## src/rtl/axi_capture_ctrl.sv

```systemverilog
`default_nettype none
// ============================================================================
// Module   : axi_capture_ctrl
// Brief    : Single-shot AXI4 transaction capture sequencer with stall watchdog
// Revision : 1.0 - initial release
// ============================================================================
module axi_capture_ctrl #(
    parameter int ID_W        = 4,
    parameter int TIMEOUT_CYC = 1024
) (
    input  logic            ACLK,
    input  logic            ARESETN,
    input  logic            AWVALID,
    input  logic            AWREADY,
    input  logic [31:0]     AWADDR,
    input  logic [7:0]      AWLEN,
    input  logic [2:0]      AWSIZE,
    input  logic [1:0]      AWBURST,
    input  logic [ID_W-1:0] AWID,
    input  logic            WVALID,
    input  logic            WREADY,
    input  logic            WLAST,
    input  logic [63:0]     WDATA,
    input  logic [7:0]      WSTRB,
    input  logic            BVALID,
    input  logic            BREADY,
    input  logic [ID_W-1:0] BID,
    input  logic [1:0]      BRESP,
    input  logic            ARVALID,
    input  logic            ARREADY,
    input  logic [31:0]     ARADDR,
    input  logic [7:0]      ARLEN,
    input  logic [2:0]      ARSIZE,
    input  logic [1:0]      ARBURST,
    input  logic [ID_W-1:0] ARID,
    input  logic            RVALID,
    input  logic            RREADY,
    input  logic            RLAST,
    input  logic [63:0]     RDATA,
    input  logic [ID_W-1:0] RID,
    input  logic [1:0]      RRESP,
    input  logic            Arm,
    input  logic [1:0]      Mode,
    input  logic            Abort,
    output logic [31:0]     AW,
    output logic [31:0]     AWInfo,
    output logic [63:0]     W,
    output logic [31:0]     WInfo,
    output logic [31:0]     BInfo,
    output logic [31:0]     AR,
    output logic [31:0]     ARInfo,
    output logic [63:0]     R,
    output logic [31:0]     RInfo,
    output logic            Capt,
    output logic            Busy,
    output logic            TimedOut
);

    localparam int WD_W = $clog2(TIMEOUT_CYC);
    localparam logic [WD_W-1:0] C_WD_LAST = WD_W'(TIMEOUT_CYC - 1);

    typedef enum logic [2:0] {
        S_IDLE   = 3'd0,
        S_ARMED  = 3'd1,
        S_W_DATA = 3'd2,
        S_W_RESP = 3'd3,
        S_R_DATA = 3'd4
    } state_t;

    state_t          r_state;
    state_t          w_state_nx;
    logic [WD_W-1:0] r_wdog;
    logic [7:0]      r_beat;
    logic [31:0]     r_aw, r_awinfo, r_winfo, r_binfo, r_ar, r_arinfo, r_rinfo;
    logic [63:0]     r_w, r_r;
    logic            r_capt, r_tmo;

    logic w_aw_hs, w_w_hs, w_b_hs, w_ar_hs, w_r_hs;
    logic w_bid_match, w_rid_match, w_len_mism, w_in_data;
    logic [7:0] w_beat_nx;
    logic w_lat_aw, w_lat_ar, w_lat_w_first, w_lat_w_last, w_lat_b;
    logic w_lat_r_first, w_lat_r_last, w_beat_clr, w_beat_inc, w_done, w_tmo;

    assign w_aw_hs = AWVALID & AWREADY;
    assign w_w_hs  = WVALID & WREADY;
    assign w_b_hs  = BVALID & BREADY;
    assign w_ar_hs = ARVALID & ARREADY;
    assign w_r_hs  = RVALID & RREADY;

    // The captured request IDs live in the upper half of the info words.
    assign w_bid_match = (16'(BID) == r_awinfo[31:16]);
    assign w_rid_match = (16'(RID) == r_arinfo[31:16]);
    assign w_beat_nx   = (r_beat == 8'hFF) ? 8'hFF : r_beat + 8'd1;
    assign w_len_mism  = ({1'b0, w_beat_nx} != ({1'b0, r_awinfo[7:0]} + 9'd1));
    assign w_in_data   = (r_state == S_W_DATA) || (r_state == S_W_RESP) || (r_state == S_R_DATA);

    always_ff @(posedge ACLK or negedge ARESETN) begin
        if (!ARESETN) begin
            r_state <= S_IDLE;
            r_wdog  <= '0;
        end else begin
            r_state <= w_state_nx;
            if (w_state_nx != r_state)
                r_wdog <= '0;
            else if (w_in_data)
                r_wdog <= r_wdog + 1'b1;
        end
    end

    always_comb begin
        w_state_nx    = r_state;
        w_lat_aw      = 1'b0;
        w_lat_ar      = 1'b0;
        w_lat_w_first = 1'b0;
        w_lat_w_last  = 1'b0;
        w_lat_b       = 1'b0;
        w_lat_r_first = 1'b0;
        w_lat_r_last  = 1'b0;
        w_beat_clr    = 1'b0;
        w_beat_inc    = 1'b0;
        w_done        = 1'b0;
        w_tmo         = 1'b0;
        case (r_state)
            S_IDLE: begin
                if (Arm)
                    w_state_nx = S_ARMED;
            end
            S_ARMED: begin
                // Write wins when both address channels qualify together.
                if (w_aw_hs && (Mode != 2'd1)) begin
                    w_lat_aw   = 1'b1;
                    w_beat_clr = 1'b1;
                    w_state_nx = S_W_DATA;
                end else if (w_ar_hs && (Mode != 2'd0)) begin
                    w_lat_ar   = 1'b1;
                    w_beat_clr = 1'b1;
                    w_state_nx = S_R_DATA;
                end
            end
            S_W_DATA: begin
                if (w_w_hs) begin
                    w_beat_inc    = 1'b1;
                    w_lat_w_first = (r_beat == 8'd0);
                    if (WLAST) begin
                        w_lat_w_last = 1'b1;
                        w_state_nx   = S_W_RESP;
                    end
                end
            end
            S_W_RESP: begin
                if (w_b_hs && w_bid_match) begin
                    w_lat_b    = 1'b1;
                    w_done     = 1'b1;
                    w_state_nx = S_IDLE;
                end
            end
            S_R_DATA: begin
                if (w_r_hs && w_rid_match) begin
                    w_beat_inc    = 1'b1;
                    w_lat_r_first = (r_beat == 8'd0);
                    if (RLAST) begin
                        w_lat_r_last = 1'b1;
                        w_done       = 1'b1;
                        w_state_nx   = S_IDLE;
                    end
                end
            end
            default: w_state_nx = S_IDLE;
        endcase

        // Completion on the expiry cycle is honoured; otherwise the watchdog fires.
        if (w_in_data && (w_state_nx == r_state) && (r_wdog == C_WD_LAST)) begin
            w_tmo      = 1'b1;
            w_state_nx = S_IDLE;
        end

        // Abort overrides everything, including latching on a completing handshake.
        if (Abort) begin
            w_state_nx    = S_IDLE;
            w_lat_aw      = 1'b0;
            w_lat_ar      = 1'b0;
            w_lat_w_first = 1'b0;
            w_lat_w_last  = 1'b0;
            w_lat_b       = 1'b0;
            w_lat_r_first = 1'b0;
            w_lat_r_last  = 1'b0;
            w_beat_clr    = 1'b0;
            w_beat_inc    = 1'b0;
            w_done        = 1'b0;
            w_tmo         = 1'b0;
        end
    end

    always_ff @(posedge ACLK or negedge ARESETN) begin
        if (!ARESETN) begin
            r_aw     <= '0;
            r_awinfo <= '0;
            r_w      <= '0;
            r_winfo  <= '0;
            r_binfo  <= '0;
            r_ar     <= '0;
            r_arinfo <= '0;
            r_r      <= '0;
            r_rinfo  <= '0;
            r_beat   <= '0;
            r_capt   <= 1'b0;
            r_tmo    <= 1'b0;
        end else begin
            if (w_lat_aw) begin
                r_aw     <= AWADDR;
                r_awinfo <= {16'(AWID), 2'b00, AWBURST, 1'b0, AWSIZE, AWLEN};
            end
            if (w_lat_ar) begin
                r_ar     <= ARADDR;
                r_arinfo <= {16'(ARID), 2'b00, ARBURST, 1'b0, ARSIZE, ARLEN};
            end
            if (w_beat_clr)
                r_beat <= '0;
            else if (w_beat_inc)
                r_beat <= w_beat_nx;
            if (w_lat_w_first) begin
                r_w     <= WDATA;
                r_winfo <= {23'd0, WLAST, WSTRB};
            end
            // A single-beat burst takes both the first-beat and last-beat fields.
            if (w_lat_w_last)
                r_winfo[24:16] <= {w_len_mism, w_beat_nx};
            if (w_lat_b)
                r_binfo <= {16'(BID), 14'd0, BRESP};
            if (w_lat_r_first)
                r_r <= RDATA;
            if (w_lat_r_last)
                r_rinfo <= {16'(RID), 13'd0, RRESP, RLAST};
            r_capt <= w_done;
            r_tmo  <= w_tmo;
        end
    end

    assign AW       = r_aw;
    assign AWInfo   = r_awinfo;
    assign W        = r_w;
    assign WInfo    = r_winfo;
    assign BInfo    = r_binfo;
    assign AR       = r_ar;
    assign ARInfo   = r_arinfo;
    assign R        = r_r;
    assign RInfo    = r_rinfo;
    assign Capt     = r_capt;
    assign TimedOut = r_tmo;
    assign Busy     = (r_state != S_IDLE);

endmodule
`default_nettype wire
```

## config.mk

```make
export PLATFORM = sky130hd
export DESIGN_NAME = axi_capture_ctrl
export DESIGN_NICKNAME = d
export VERILOG_FILES = /design/src/rtl/axi_capture_ctrl.sv
export SDC_FILE = /design/constraint.sdc
export NUM_CORES = 1
export LEC_CHECK = 0
export CAP_MARGIN = 0
export CORE_AREA = 5 5 234 236
export DETAILED_ROUTE_END_ITERATION = 10
export DIE_AREA = 0 0 239 241
export GPL_ROUTABILITY_DRIVEN = 0
export HOLD_SLACK_MARGIN = 0.06
export PLACE_DENSITY_LB_ADDON = 0.05
export RECOVER_POWER = 50
export SETUP_SLACK_MARGIN = 0.02
export SLEW_MARGIN = 10
export SYNTH_ARGS = -nofsm -noshare
export SYNTH_HDL_FRONTEND = slang
export SYNTH_SLANG_ARGS = --single-unit
```

## constraint.sdc

```tcl
create_clock -name ACLK -period 2.74 [get_ports ACLK]
set_clock_uncertainty 0.2 [all_clocks]
set_input_delay 0.411 -clock ACLK [delete_from_list [all_inputs] [get_ports ACLK]]
set_output_delay 0.411 -clock ACLK [all_outputs]
set_load 0.01 [all_outputs]
```

**Word-level counts from Yosys, hierarchy flattened**

Cells that the tools add are included.

- Register bits: 280
- Bits of input ports: 264
- Output and inout bits: 355
- Logic and storage cells: 103

- Add/sub/neg operators: 3
- Eq/ne operators: 12
- Muxes and demuxes: 53
- Bitwise logic cells: 5
- Reduce and logical (&&, ||, !) cells: 15

Operators by type and width:

| kind | number |
|---|---|
| 1-bit 2-to-1 mux | 33 |
| 3-bit 2-to-1 mux | 10 |
| 25-bit 2-to-1 mux | 1 |
| 8-bit 2-to-1 mux | 3 |
| 10-bit 2-to-1 mux | 2 |
| 3-bit case mux with 5 select lines | 1 |
| 10-bit by 1-bit adder with 10-bit output (second input constant) | 1 |
| 10-bit equality test (second input constant) | 1 |
| 8-bit by 1-bit adder with 9-bit output (second input constant) | 1 |
| 9-bit 2-to-1 mux | 1 |
| 8-bit by 9-bit inequality test with 1-bit output | 1 |
| 8-bit by 1-bit adder with 8-bit output (second input constant) | 1 |
| 4-bit equality test | 2 |
| 8-bit equality test (second input constant) | 1 |
| 8-bit logical NOT | 1 |
| 2-bit nonzero test | 4 |
| 3-bit by 2-bit equality test with 1-bit output (second input constant) | 2 |
| 1-bit logical AND | 6 |
| 1-bit bitwise AND | 5 |
| 1-bit case mux with 2 select lines | 2 |
| 3-bit by 1-bit equality test with 1-bit output (second input constant) | 1 |
| 3-bit equality test | 1 |
| 3-bit equality test (second input constant) | 1 |
| 3-bit logical NOT | 1 |
| 4 further kinds | 5 |

**Logic depth before layout (Yosys ltp)**

- Depth in word-level cells: 12
- Mapped depth: 8

**Worst setup path after synthesis**

Ideal clock, no wire load.

- Path type: reg-to-reg
- From: reg r_beat[0]
- To: reg r_winfo[24], in the netlist WInfo[24]
- Library setup time: 87 ps
- Arrival time: 2131 ps
- Data required time: 2453 ps
- Path slack: 323 ps
- Cell stages (with the launch flop): 9
- Buffers on the path: 1
- Clock period less this slack: 2417 ps
- Cell sequence: dfrtp_1 -> ha_1 -> buf_2 -> nand3_2 -> nor2_2 -> a21oi_1 -> mux2_2 -> or4_1 -> o211ai_1

- Cells in the longest elaborated chain, start to end: 5
- Elaborated cells between the ends (all ways): 10

Ends and longest elaborated chain:

| item | line | RTL |
|---|---|---|
| start: declaration | 73 | `logic [7:0] r_beat;` |
| start signal: assignment | 220 | `r_beat <= w_beat_nx;` |
| parallel branches: the longest is 5 deep, another holds 8-bit by 1-bit adder with 8-bit output | n/a |  |
| end signal: assignment | 223 | `r_winfo <= {23'd0, WLAST, WSTRB};` |
| end signal: assignment | 227 | `r_winfo[24:16] <= {w_len_mism, w_beat_nx};` |
| end: declaration | 74 | `logic [31:0] r_aw, r_awinfo, r_winfo, r_binfo, r_ar, r_arinfo, r_rinfo;` |

Parallel ways; which one is timed is not known.
A chain may end at the register's enable or synchronous reset.

**Final worst setup path**

- From: reg r_beat[0]
- To: reg r_r[32], in the netlist R[32]

- Cells in the longest elaborated chain, start to end: 4

Ends and longest elaborated chain:

| item | line | RTL |
|---|---|---|
| 8-bit logical NOT | 160 | `w_lat_r_first = (r_beat == 8'd0);` |
| 1-bit 2-to-1 mux | 158 | `if (w_r_hs && w_rid_match) begin` |
| 1-bit 2-to-1 mux | 123 | `case (r_state)` |
| 1-bit 2-to-1 mux | 178 | `if (Abort) begin` |
| end signal: assignment | 203 | `r_r <= '0;` |
| end signal: assignment | 231 | `r_r <= RDATA;` |
| end: declaration | 75 | `logic [63:0] r_w, r_r;` |

Every way passes these cells.

==> impl_results.md <==
- EDFF count, synth: 0
- Die Y: 241 um
- R2R cell count: 9
- Via count: 8944
- GRT Total Usage: between 10 and 15%
- Total Power: between 10000 and 15000 uW
- Power density over cell area: 659 mW/mm2
- Initial DRC Count: 274
- Crit share post-route: a little over nine tenths
- Avg Cell Area, Syn: 13.6 um2
- Post-synthesis cell count: 898
- Type of the tightest min-delay check: in -> reg
- CP Cell Sequence: inv_1 > ha_1 > nor4b_1 > nand2_1 > buf_4 > nor3_4 > buf_12 > buf_12 > mux2_2
- Worst hold start: AWLEN[6]
- YS warnings: 0
- Crit-path max cell delay: 0.44 ns
- Port bufs: around 520
- Core area: 0.0522 mm2
- Io pins: 619
- Post-route insts no fill: 2198
- Worst path required time: 2.97 ns
- Reg2reg setup slack: 0.16 ns
- Max VDD drop: 0.000427 V
- WHS Endpoint: AWInfo[6]
- Yosys reg bits: 280
- Final min period: 2.58 ns
- Vias per inst: approximately 4.1
- Layout area overhead: 60.2%
- CP Data Arrival Time: 2.80 ns
- Worst r2r dst: R[32]
- Final setup vio count: 0
- Post-Route WL: 44.2 mm
- NumNets Final: 1746
- DRC errors left: 0
- Synth Cell Area: 0.0122 mm2
- Outcome: finished, final reports clean
- Primary FF master, synth: dfrtp_1
- Pins Over Slew Limit: 0
- Layout cells sized above 1: 23.9%
- TritonCTS Buffers: 38
- Critical Path Fanout Max: 15
- Worst Setup Start Kind: flop
- Worst-margin pin slew: about 1.1 ns
- Setup TNS: 0 ns
- Standard-cell rows: 84
- Die width: 239 um
- Starting Density: between 20% and 30%
- Distinct cells, synth: 58
- CTS tree: done
- CTS sink cnt: 280
- Htree depth: 2
- Worst-path clk slew: roughly 0.06 ns
- Fin util: a little under two fifths
- Clock Tree Buf Depth: 3
- Max-Cap Viols: 0
- GRT Residual Overflow: 0
- Placed cells: between 2k and 2.5k
- Hold path cells: 3
- Fraction of registers with async set/reset: 100%
- Critical path class: reg -> reg
- Largest net degree at the start of global routing: 57
- Root Driver: clkbuf_16
- Leakage: 0.00888 uW
- Slew margin rel.: 24.0%
- Full die area: 0.0576 mm2
- Final HPWL DP: 34.5 mm
- Worst skew pair latency: 0.56 ns
- Slowest CP cell: dfrtp_1
- Endpoint class of the critical path: flop
- Total iterations of the first detailed-routing run: 4
- First-pass GRT wire length: roughly 64 mm
- Final hold vios: 0
- Hold_ws: 0.229 ns
- R2R Path Start: r_beat[0]
- Sequential fraction of the synthesis area: 57.4%
- Routed Antenna Nets: 0
- Fmax: 388 MHz
- Vias in the first global route: roughly 9.7k
- Initial antenna violation count: 10
- CP dominant cell by count: buf_12
- Wire length per cell: 20.1 um
- Unrepaired setup endpoints after global routing: false
area by class of cell:
cell class                 instances  area (um2)
fill                            5138       32700
sequential                       280        7010
timing repair buffer             581        5820
multi-input combinational        565        4610
clock buffer                      61        1140
tap                              688         861
clock inverter                     8        61.3
inverter                          12        45.0
antenna                            3        7.51
critical path: cells and delay by family, from the launching register on:
family | cells | cell delay (ns)
mux | 1 | 0.35
flops | 1 | 0.44
buf+inv | 4 | 0.68
simple gates | 3 | 0.58
fa+ha+maj | 1 | 0.19
synthesized netlist by cell type, drive strengths merged, types with 8 or more instances:
master | instances | area share, %
nand3 | 11 | 0.49
buf | 122 | 7.0
nor3 | 12 | 0.75
mux2 | 247 | 23
inv | 12 | 0.37
nand4 | 11 | 0.62
xor2 | 14 | 1.0
xnor2 | 11 | 0.79
nand2 | 30 | 0.92
nor2 | 26 | 0.82
a21oi | 11 | 0.45
o21ai | 8 | 0.33
clkbuf | 13 | 0.41
o22ai | 8 | 0.41
and3 | 9 | 0.46
dfrtp | 280 | 57
sequential cells by signal, indices dropped and copies added (netlist names), 6 cells and up:
signal,flops
R,64
r_wdog,10
WInfo,18
AW,32
ARInfo,17
RInfo,7
r_beat,8
AR,32
W,64
AWInfo,17
BInfo,6
timing repair:
action,4_1_cts,5_1_grt
resized for setup,1,0
gates cloned,0,0
pin swaps,0,1
hold buffers,1,0
setup buffers,0,0
setup endpoints to repair,1,1
hold endpoints to repair,280,0
routing by layer:
metal  part of all wire [%]  global-route usage, %  wire length, um  vias to the layer above
met5                   0.16                      0               69                        -
met4                    2.1                   3.79              939                       12
met3                     11                   7.55             4970                       70
met2                     50                   25.0            22200                      335
met1                     36                   16.5            16000                     4375
li1                       -                      -                -                     4152
power by group:
part	switching (uW)	internal, uW	total, uW
registers	363	4730	5090
logic	1200	1800	3000
clock network	1940	2850	4790
layout by cell type, fill, tap and decap left out, types with 4 or more instances in the layout:
cell / Yosys / layout
clkdlybuf4s50_1: 0 / 444
dfrtp_1: 280 / 279
mux2_2: 232 / 232
conb_1: 1 / 95
dlygate4sd3_1: 0 / 79
clkbuf_16: 0 / 38
buf_4: 95 / 38
nand2_1: 30 / 29
nor2_1: 25 / 25
mux2_1: 15 / 15
xor2_1: 14 / 14
clkbuf_1: 12 / 14
buf_12: 0 / 13
inv_1: 12 / 12
xnor2_1: 11 / 11
a21oi_1: 11 / 11
nand3_1: 10 / 10
nand4_1: 10 / 10
clkbuf_8: 0 / 10
and3_1: 9 / 9
nor3_1: 7 / 8
o21ai_0: 8 / 8
o22ai_1: 8 / 8
nor2b_1: 6 / 6
mux2i_1: 6 / 6
a311oi_1: 5 / 5
nand2b_1: 5 / 5
nor4_1: 5 / 5
ha_1: 4 / 4
clkinv_2: 0 / 4
per-stage QoR:
stage	instance area, um2	setup WS (ns)
after detailed placement	18400	-0.0359
after floorplan	12600	0.323
after global placement	18400	-0.0553
after global routing	19500	0.0271
final	19600	0.163
after CTS	19600	0.0971
cells by family after synthesis:
family | Yosys count | synth area share, %
buffers and inverters | 147 | 7.73
adder cells (fa/ha/maj) | 4 | 0.410
multiplexers | 253 | 23.3
AO/OA/AOI/OAI | 56 | 3.19
AND/OR/NAND/NOR | 132 | 6.14
other | 1 | 0.0307
XOR/XNOR | 25 | 1.79
flip-flops | 280 | 57.4
worst max-delay path by stage:
| stage | from | endpoint | slack, ns | cells after the start |
|---|---|---|---|---|
| floorplan | r_beat[0] | WInfo[24] | 0.32 | 8 |
| global placement | WVALID | WInfo[24] | -0.06 | 7 |
| detailed placement | WREADY | WInfo[24] | -0.04 | 7 |
| CTS | r_state[0] | Busy | 0.1 | 4 |
| global route | r_state[0] | Busy | 0.03 | 4 |
| finish | r_beat[0] | R[32] | 0.16 | 9 |
Power figures use the tool's default switching activity.
